`config.mk`:
```
export PLATFORM = sky130hd
export DESIGN_NAME = pwm_bank
export DESIGN_NICKNAME = d
export VERILOG_FILES = /design/src/rtl/pwm_bank_pkg.sv /design/src/rtl/pwm_channel.sv /design/src/rtl/pwm_bank.sv
export SDC_FILE = /design/constraint.sdc
export NUM_CORES = 1
export LEC_CHECK = 0
export CORE_ASPECT_RATIO = 1.5
export CORE_MARGIN = 5
export CORE_UTILIZATION = 45
export DETAILED_ROUTE_END_ITERATION = 12
export GPL_TIMING_DRIVEN = 0
export MAX_ROUTING_LAYER = met4
export PLACE_DENSITY_LB_ADDON = 0.08
export SLEW_MARGIN = 30
export SYNTH_ARGS = -nofsm -noshare
export SYNTH_HDL_FRONTEND = slang
export SYNTH_SLANG_ARGS = --single-unit
```
`constraint.sdc`:
```
create_clock -name CLK -period 1.97 [get_ports CLK]
set_clock_uncertainty 0.2 [all_clocks]
set_input_delay 0.197 -clock CLK [delete_from_list [all_inputs] [get_ports CLK]]
set_output_delay 0.197 -clock CLK [all_outputs]
set_load 0.01 [all_outputs]
```
`src/rtl/pwm_bank_pkg.sv`:
```
// Register map shared by the PWM bank: per-channel byte offsets,
// control bit positions and the address stride between channels.
package pwm_bank_pkg;

    localparam int CH_STRIDE = 8;

    localparam logic [2:0] OFF_DUTY_HI = 3'd0;
    localparam logic [2:0] OFF_DUTY_LO = 3'd1;
    localparam logic [2:0] OFF_PER_HI  = 3'd2;
    localparam logic [2:0] OFF_PER_LO  = 3'd3;
    localparam logic [2:0] OFF_PRE_HI  = 3'd4;
    localparam logic [2:0] OFF_PRE_LO  = 3'd5;
    localparam logic [2:0] OFF_CTRL    = 3'd6;

    localparam int CTRL_EN    = 0;
    localparam int CTRL_POL   = 1;
    localparam int CTRL_FORCE = 2;

endpackage

```
`src/rtl/pwm_channel.sv`:
```
// One PWM channel: shadow/active duty, period and prescaler, the two
// counters and the registered output and period-end pulse.
module pwm_channel import pwm_bank_pkg::*; #(
    parameter int CounterWidth = 16
) (
    input  logic       clk_i,
    input  logic       rst_i,
    input  logic       we_i,
    input  logic [2:0] off_i,
    input  logic [7:0] data_i,
    output logic       pwm_o,
    output logic       period_end_o
);

    logic [CounterWidth-1:0] dutyShadow_q, dutyShadow_d, dutyActive_q, dutyActive_d;
    logic [CounterWidth-1:0] perShadow_q, perShadow_d, perActive_q, perActive_d;
    logic [CounterWidth-1:0] preShadow_q, preShadow_d, preActive_q, preActive_d;
    logic [CounterWidth-1:0] preCnt_q, preCnt_d, perCnt_q, perCnt_d;
    logic enable_q, enable_d, polarity_q, polarity_d;
    logic pwm_q, pwm_d, periodEnd_q, periodEnd_d;
    logic forceUpdate, tick, wrap;

    assign forceUpdate = we_i && (off_i == OFF_CTRL) && data_i[CTRL_FORCE];
    assign tick        = (preCnt_q == preActive_q);
    assign wrap        = tick && (perCnt_q == perActive_q);

    always_comb begin
        dutyShadow_d = dutyShadow_q;
        perShadow_d  = perShadow_q;
        preShadow_d  = preShadow_q;
        enable_d     = enable_q;
        polarity_d   = polarity_q;
        if (we_i) begin
            case (off_i)
                OFF_DUTY_HI: dutyShadow_d[CounterWidth-1:8] = data_i[CounterWidth-9:0];
                OFF_DUTY_LO: dutyShadow_d[7:0] = data_i;
                OFF_PER_HI:  perShadow_d[CounterWidth-1:8] = data_i[CounterWidth-9:0];
                OFF_PER_LO:  perShadow_d[7:0] = data_i;
                OFF_PRE_HI:  preShadow_d[CounterWidth-1:8] = data_i[CounterWidth-9:0];
                OFF_PRE_LO:  preShadow_d[7:0] = data_i;
                OFF_CTRL: begin
                    enable_d   = data_i[CTRL_EN];
                    polarity_d = data_i[CTRL_POL];
                end
                default: ;
            endcase
        end
    end

    // Active values only move from shadow while idle, on force, or at the
    // wrap, and always take the pre-write shadow so a coincident write waits.
    always_comb begin
        preCnt_d     = preCnt_q;
        perCnt_d     = perCnt_q;
        dutyActive_d = dutyActive_q;
        perActive_d  = perActive_q;
        preActive_d  = preActive_q;
        periodEnd_d  = 1'b0;
        if (!enable_q || forceUpdate) begin
            preCnt_d     = '0;
            perCnt_d     = '0;
            dutyActive_d = dutyShadow_q;
            perActive_d  = perShadow_q;
            preActive_d  = preShadow_q;
        end else if (tick) begin
            preCnt_d = '0;
            if (wrap) begin
                perCnt_d     = '0;
                dutyActive_d = dutyShadow_q;
                perActive_d  = perShadow_q;
                preActive_d  = preShadow_q;
                periodEnd_d  = 1'b1;
            end else begin
                perCnt_d = perCnt_q + CounterWidth'(1);
            end
        end else begin
            preCnt_d = preCnt_q + CounterWidth'(1);
        end
        pwm_d = enable_q ? ((perCnt_q < dutyActive_q) ^ polarity_q) : polarity_q;
    end

    always_ff @(posedge clk_i) begin
        if (rst_i) begin
            dutyShadow_q <= '0;
            perShadow_q  <= '0;
            preShadow_q  <= '0;
            dutyActive_q <= '0;
            perActive_q  <= '0;
            preActive_q  <= '0;
            preCnt_q     <= '0;
            perCnt_q     <= '0;
            enable_q     <= 1'b0;
            polarity_q   <= 1'b0;
            pwm_q        <= 1'b0;
            periodEnd_q  <= 1'b0;
        end else begin
            dutyShadow_q <= dutyShadow_d;
            perShadow_q  <= perShadow_d;
            preShadow_q  <= preShadow_d;
            dutyActive_q <= dutyActive_d;
            perActive_q  <= perActive_d;
            preActive_q  <= preActive_d;
            preCnt_q     <= preCnt_d;
            perCnt_q     <= perCnt_d;
            enable_q     <= enable_d;
            polarity_q   <= polarity_d;
            pwm_q        <= pwm_d;
            periodEnd_q  <= periodEnd_d;
        end
    end

    assign pwm_o        = pwm_q;
    assign period_end_o = periodEnd_q;

endmodule

```
`src/rtl/pwm_bank.sv`:
```
// Multi-channel double-buffered PWM bank: decodes bus writes into a
// channel index and register offset, one pwm_channel per channel.
module pwm_bank import pwm_bank_pkg::*; #(
    parameter int StartAddress = 0,
    parameter int AddressWidth = 8,
    parameter int BitWidth     = 8,
    parameter int NumChannels  = 4,
    parameter int CounterWidth = 16
) (
    input  logic                    CLK,
    input  logic                    RST,
    input  logic                    _Write,
    input  logic                    _HOLD,
    input  logic [AddressWidth-1:0] AddressBus,
    input  logic [BitWidth-1:0]     DataIn,
    output logic [NumChannels-1:0]  PWMOut,
    output logic [NumChannels-1:0]  PeriodEnd
);

    localparam int OffW = $clog2(CH_STRIDE);
    localparam int ChW  = AddressWidth - OffW;

    logic [AddressWidth-1:0] relAddr;
    logic [ChW-1:0]          chIdx;
    logic [OffW-1:0]         offIdx;
    logic                    writeOk;

    // Addresses below StartAddress wrap in relAddr, so they are rejected explicitly.
    assign relAddr = AddressBus - AddressWidth'(StartAddress);
    assign chIdx   = relAddr[AddressWidth-1:OffW];
    assign offIdx  = relAddr[OffW-1:0];
    assign writeOk = !_Write && _HOLD
                     && (AddressBus >= AddressWidth'(StartAddress))
                     && (32'(chIdx) < 32'(NumChannels));

    for (genvar g = 0; g < NumChannels; g++) begin : gen_ch
        pwm_channel #(
            .CounterWidth(CounterWidth)
        ) u_ch (
            .clk_i       (CLK),
            .rst_i       (RST),
            .we_i        (writeOk && (chIdx == ChW'(g))),
            .off_i       (offIdx),
            .data_i      (DataIn),
            .pwm_o       (PWMOut[g]),
            .period_end_o(PeriodEnd[g])
        );
    end

endmodule

```
==> results of run 1 <==
## cell families after synthesis
kind of cell	count (synthesis)	synth area share, %
flip-flops	528	46.4
adder cells (fa/ha/maj)	68	3.74
AO/OA/AOI/OAI	214	4.90
multiplexers	250	11.0
buffers and inverters	231	4.28
XOR/XNOR	238	9.16
AND/OR/NAND/NOR	1007	20.5
## path summary, 6_finish.rpt
path	startpoint	endpoint	slack (ps)	depth (start not counted)
worst max-delay path	gen_ch[1].u_ch.preCnt_q[13]	gen_ch[1].u_ch.preActive_q[12]	-270	9
worst min-delay path	AddressBus[2]	gen_ch[3].u_ch.dutyShadow_q[15]	120	4
worst max register to register	gen_ch[1].u_ch.preCnt_q[13]	gen_ch[1].u_ch.preActive_q[12]	-270	9
worst min register to register	gen_ch[2].u_ch.preCnt_q[0]	gen_ch[2].u_ch.preCnt_q[0]	250	1
## what timing repair did
item                                    4_1_cts  5_1_grt
pin swaps                                    79       68
hold endpoints to repair                     20        0
hold buffers                                  3        0
cloned                                       16        7
resized for setup                           395      205
endpoints found under the setup margin      531      509
setup buffers                                60       34
## final cells by class
| type | count | area, µm² | share of cell area, % |
|---|---|---|---|
| Buffer | 152 | 1120 | 3.85 |
| Clock inverter | 24 | 385 | 1.32 |
| Clock buffer | 74 | 1540 | 5.30 |
| Timing Repair Buffer | 139 | 1660 | 5.70 |
| Antenna cell | 1 | 2.50 | 0.00859 |
| Sequential cell | 528 | 10900 | 37.4 |
| Tap cell | 669 | 837 | 2.87 |
| Multi-Input combinational cell | 1777 | 12400 | 42.6 |
| Inverter | 75 | 282 | 0.967 |
## worst reg2reg max path: cells and delay by family (launching register included)
family | cells | cell delay (ps)
XOR/XNOR | 1 | 230
flip-flops | 1 | 350
multiplexers | 1 | 170
AO/OA/AOI/OAI | 1 | 70
buffers and inverters | 3 | 520
AND/OR/NAND/NOR | 3 | 570
## synthesized netlist by cell type (4+ instances only)
cell	count
nand3b_1	7
and3_1	31
and2_1	6
nand3_1	200
nand2_1	225
nor2b_1	10
a21oi_1	179
clkbuf_1	100
buf_2	38
o22ai_1	4
mux2i_1	246
ha_1	68
nor4_1	6
nor4_4	6
a21o_1	4
nor2_1	389
and4_1	14
nor3_1	13
xor2_1	91
mux2_2	4
dfxtp_1	528
nand4_1	78
inv_1	75
o21ai_0	14
xnor2_1	147
a211oi_1	4
buf_4	12
nand2b_1	5
buf_1	4
or3_1	6
## stage by stage
step	cell area (µm²)	power (mW)	cells	hold WS, ps	util (%)
after floorplan	22900	11.2	2536	144	-
after global placement	23900	11.4	3228	242	47.5
after detailed placement	24000	11.4	3229	247	47.5
after CTS	28100	22.5	3404	63.8	55.7
after global routing	29100	22.9	3438	113	57.7
final	29100	22.3	3439	122	57.8
## power groups by stage
stage,clock (mW),sequential (mW),combinational (mW)
after CTS,11.3,10.6,0.545
after global routing,11.7,10.6,0.590
after floorplan,0,10.9,0.237
after global placement,0,10.9,0.501
final,11.1,10.6,0.566
after detailed placement,0,10.9,0.507
## flip-flops by register name (all words and copies together) (netlist names)
name and count:
gen_ch.u_ch.dutyShadow_q 64, gen_ch.u_ch.dutyActive_q 64, gen_ch.u_ch.enable_q 4, gen_ch.u_ch.perActive_q 64, gen_ch.u_ch.perShadow_q 64, gen_ch.u_ch.perCnt_q 64, gen_ch.u_ch.preShadow_q 64, gen_ch.u_ch.preActive_q 64
gen_ch.u_ch.preCnt_q 64, gen_ch.u_ch.period_end_o 4, gen_ch.u_ch.polarity_q 4, gen_ch.u_ch.pwm_o 4
## per-layer routing
| layer | global-route usage [%] | part of all wire [%] | vias to the layer above | routed length, µm |
|---|---|---|---|---|
| met5 | - | 0 | - | 0 |
| met4 | 9.44 | 4.1 | 0 | 2700 |
| met3 | 3.42 | 4.2 | 157 | 2800 |
| met2 | 44.5 | 54 | 392 | 35900 |
| met1 | 25.6 | 38 | 8810 | 25300 |
| li1 | - | - | 8938 | - |
==> results.toml, run 1 <==
[sta]
setup_violations = 278
final.setup.tns_ps = -34050
tightestPinTransition_ps = 1030
fin_crit_ps = 2240
rsz0062_at_grt = "true"
layout_setup_ws_ps = -266
maxSlewViolCount = 0
min_period_over_period_pct = 114
slew-limit-headroom_pct = 31.5
finalHoldViolations = 0
max_freq_mhz = 447

[global_route]
grt_pass1_vias = 18465
grt_pass1_wl_mm = 103
grt_max_degree = 15
track_usage_pct = 24.0
overflow = 0
antenna_found_initial = 1

[hold_path]
hold_path_class = "in2reg"

[cells_and_area]
drive_gt1_share_pct = 22.2
synthToLayoutAreaGrowth_pct = 27.9
nFillCells = 4377
final_cell_mix = "dfxtp_1 (382), nor2_1 (358), mux2i_1 (242), nand2_1 (210), nand3_1 (176)"
layout_commonest_cell = "dfxtp_1"
fin_nets = 2813

[synth]
synth-main-ff-cell = "dfxtp_1"
syn_avg_cell_area_um2 = 8.98
yosys.area.top_type = "dfxtp_1"
ys_seq_area_share_pct = 46.4
netlist_area_um2 = 22800
syn_nets = 2624
synth_cell_type_count = 42
ys_ff_latch = 528
syn_inst = 2536
netlist.area_leader.share_pct = 46.4
async_reset_ff_share_pct = 0
yosys_warnings = 0
yosys-top-cells-area = "dfxtp_1 (46%), mux2i_1 (11%), nor2_1 (6.4%), xnor2_1 (5.7%), nand3_1 (4.4%)"
synth_edf_count = 0

[power_and_ir_drop]
power.density_nw_per_um2 = 765
p_comb_share_pct = 2.5
p_leak_nw = 9.95
p_int_mw = 17.4
irDropWorstVdd_mv = 0.645
p_seq_share_pct = 47.6
clkPwrFrac_pct = 49.8
switchingPower_mw = 4.88
switching_share_pct = 21.9

[clock_tree]
numCtsBuffers = 52
cts_tree = "done"
h-tree-depth = 2
cts_root_buf = "clkbuf_16"
clock_latency_ps = 620
cts_num_sinks = 528
clockBufferDepth = 3
clk_pin_slew_ps = 60

[critical_path]
cp_slowest_stage_delay_ps = 350
path_cells = "xnor2_1, nand4_1, nor4_4, buf_4, a21oi_4, buf_6, buf_12, mux2i_2, nor2_1"
crit_type = "reg2reg"
slowest_stage = "dfxtp_2"
cp_top_family = "simple AND/OR/NAND/NOR gates"
critPathRequiredTime_ps = 2250
path_buf_inv = 3
critPathMaxFanout = 10
cp-start-kind = "flip-flop"
end_kind = "flip-flop"
critPathArrivalTime_ps = 2520

[routing]
drtIter0Drc = 752
firstDrtPassIters = 5
routedWlPerCell_um = 19.4
drc = 0
vias = 18297
antenna_left = 0
via_per_inst = 5.32
wirelength_mm = 66.6

[floorplan]
io_pins = 28
fp.dieArea_um2 = 55300
fp-row-count = 101
initial_utilization_pct = 45.2
core_area_um2 = 50400
die_w_um = 194
die_h_um = 285

[placement]
place.gp.congestion = 0.856
hpwl_mm = 45.9
place_ws_ps = -1170
io_buffers = 23

[run]
maxCapViolCount = 0

[run_status]
status = "finished, violations left"
violations = "negative setup slack"
Note: power is estimated with default switching activity, not from simulation.
==> run 2, diff against run 1 <==
--- a/config.mk
+++ b/config.mk
@@ -7,7 +7,7 @@
 export LEC_CHECK = 0
 export CORE_ASPECT_RATIO = 1.5
 export CORE_MARGIN = 5
-export CORE_UTILIZATION = 45
+export CORE_UTILIZATION = 50
 export DETAILED_ROUTE_END_ITERATION = 12
 export GPL_TIMING_DRIVEN = 0
 export MAX_ROUTING_LAYER = met4
==> run 2 against run 1 <==
  * The flow still finishes with violations (negative setup slack)
  * Fmax rose by 1.2%
  * Critical path depth unchanged
  * Register-to-register slack improved by 60 ps
  * Utilization up 7.2 points
  * Clock power is 6% lower
  * First-iteration DRC count grew 39%
  * Non-clock buffer count increased by 17
  * Wire length decreased by 1.2%
  * Cell count shrank 2.2%
  * Final area up 0.23%
  * Critical path type is now in2reg
==> results.toml, run 2 (same netlist as run 1, synthesis figures left out) <==
[run_status]
status = "finished, violations left"
violations = "negative setup slack"

[critical_path]
critPathMaxFanout = 7
critPathRequiredTime_ps = 2210
cp_slowest_stage_delay_ps = 830
cp-start-kind = "primary input"
critPathArrivalTime_ps = 2450
end_kind = "flip-flop"
slowest_stage = "clkdlybuf4s50_1"
path_cells = "clkdlybuf4s50_1, inv_1, nand3_2, o21ai_4, a21oi_4, buf_12, buf_12, mux2i_1, nor2_1"
crit_type = "in2reg"
cpMostUsedCell = "buf_12"

[sta]
final.setup.tns_ps = -36060
maxSlewViolCount = 0
fin_crit_ps = 2210
tightestPinTransition_ps = 1000
finalHoldViolations = 0
max_freq_mhz = 453
setup_violations = 335
rsz0062_at_grt = "true"
slew-limit-headroom_pct = 33.3
layout_setup_ws_ps = -239
min_period_over_period_pct = 112

[hold_path]
hold_path_class = "in2reg"

[power_and_ir_drop]
power.density_nw_per_um2 = 738
p_leak_nw = 9.83
irDropWorstVdd_mv = 0.748

[cells_and_area]
multi_input_area_um2 = 12600
drive_gt1_share_pct = 23.9
fin_nets = 2829
final_cell_mix = "dfxtp_1 (372), nor2_1 (359), mux2i_1 (237), nand2_1 (198), nand3_1 (183)"
instances_no_fill = 3362
seq_area_um2 = 10900
synthToLayoutAreaGrowth_pct = 28.2
nFillCells = 3637
stdcell_area_um2 = 29200
layout_commonest_cell = "dfxtp_1"

[clock_tree]
cts_root_buf = "clkbuf_16"
clk_pin_slew_ps = 60
h-tree-depth = 2
clock_latency_ps = 580
clockBufferDepth = 3
cts_tree = "done"
cts_num_sinks = 528
numCtsBuffers = 51

[global_route]
antenna_found_initial = 1
grt_pass1_vias = 18287
track_usage_pct = 25.8
grt_max_degree = 15
grt_pass1_wl_mm = 101
overflow = 0

[placement]
placedInstanceArea_um2 = 23900
place.gp.congestion = 0.859
hpwl_mm = 44.0
io_buffers = 23
dp_cells = 3142

[floorplan]
fp.dieArea_um2 = 50000
core_area_um2 = 44900
initial_utilization_pct = 50.7
die_w_um = 184
fp-row-count = 95
io_pins = 28
die_h_um = 271

[routing]
drtIter0Drc = 1043
antenna_left = 0
via_per_inst = 5.55
wirelength_mm = 65.8
drc = 0
routedWlPerCell_um = 19.6
firstDrtPassIters = 5
vias = 18645

[run]
maxCapViolCount = 0
run 2: cell count changes in the layout (fill, tap and decap cells not counted), moves of 7 or more:
cell / delta
ha_1: -7
dlymetal6s2s_1: -8
nand2_1: -12
buf_6: +14
buf_8: -8
clkdlybuf4s50_1: +13
nand2_2: +12
buf_4: +12
dfxtp_1: -10
dfxtp_2: +9
nand3_1: +7
run 2: path summary, 6_finish.rpt:
kind | startpoint | end | slack [ps] | cells after the start
worst max-delay path | AddressBus[4] | gen_ch[1].u_ch.preActive_q[10] | -240 | 9
worst min-delay path | RST | gen_ch[0].u_ch.perCnt_q[2] | 80 | 4
worst max register to register | gen_ch[1].u_ch.perCnt_q[5] | gen_ch[1].u_ch.preActive_q[10] | -210 | 9
worst min register to register | gen_ch[1].u_ch.perShadow_q[10] | gen_ch[1].u_ch.perShadow_q[10] | 260 | 2
run 2: per-stage QoR:
step	setup slack, ps	util, %	hold WS [ps]	power (mW)
4_1_cts	-146	62.6	66.2	21.7
5_1_grt	-326	65.0	98.0	22.1
6_report	-239	65.0	78.1	21.5
3_3_place_gp	-1860	53.1	242	11.4
2_1_floorplan	-62.1	-	144	11.2
3_5_place_dp	-1220	53.1	247	11.4
run 2: metal layers:
metal | vias to the layer above | global-route usage [%] | share of wire, %
met2 | 447 | 47.1 | 53
met5 | - | - | 0
li1 | 8978 | - | -
met3 | 158 | 2.99 | 4.2
met4 | 0 | 7.98 | 3.5
met1 | 9062 | 29.4 | 39
run 2: cell type report:
type                       instances  share of cell area, %
clock buffer                      74                   5.23
tap                              582                   2.49
sequential                       528                   37.3
timing repair buffer             165                   6.71
antenna                            1                0.00857
multi-input combinational       1777                   43.0
buffer                           143                   3.41
inverter                          75                  0.965
clock inverter                    17                  0.819
run 2: what timing repair did:
action                                 in CTS  in global routing
buffers inserted                           73                 45
gates resized for setup                   446                225
setup endpoints to repair                 526                508
hold buffers                                3                  0
gates cloned                               17                  9
pin swaps                                  90                 67
endpoints found under the hold margin      20                  0
run 2: report_power, final:
group	internal (mW)	total (mW)	switching, mW	leakage [nW]
logic	0.122	0.570	0.449	4.61
registers	10.6	10.6	0.00297	4.35
clock network	6.14	10.4	4.22	0.878
total	16.9	21.5	4.67	9.83
run 2: critical path: cells and delay by family:
family	cells	cell delay (ps)
mux	1	210
compound gates	2	350
simple gates	2	300
buf+inv	4	1360
==> run 3, diff against run 2 <==
--- a/config.mk
+++ b/config.mk
@@ -16,3 +16,4 @@
 export SYNTH_ARGS = -nofsm -noshare
 export SYNTH_HDL_FRONTEND = slang
 export SYNTH_SLANG_ARGS = --single-unit
+export TNS_END_PERCENT = 100
==> results of run 3 <==
Final layout, timing and power as in run 2 (identical DEF).
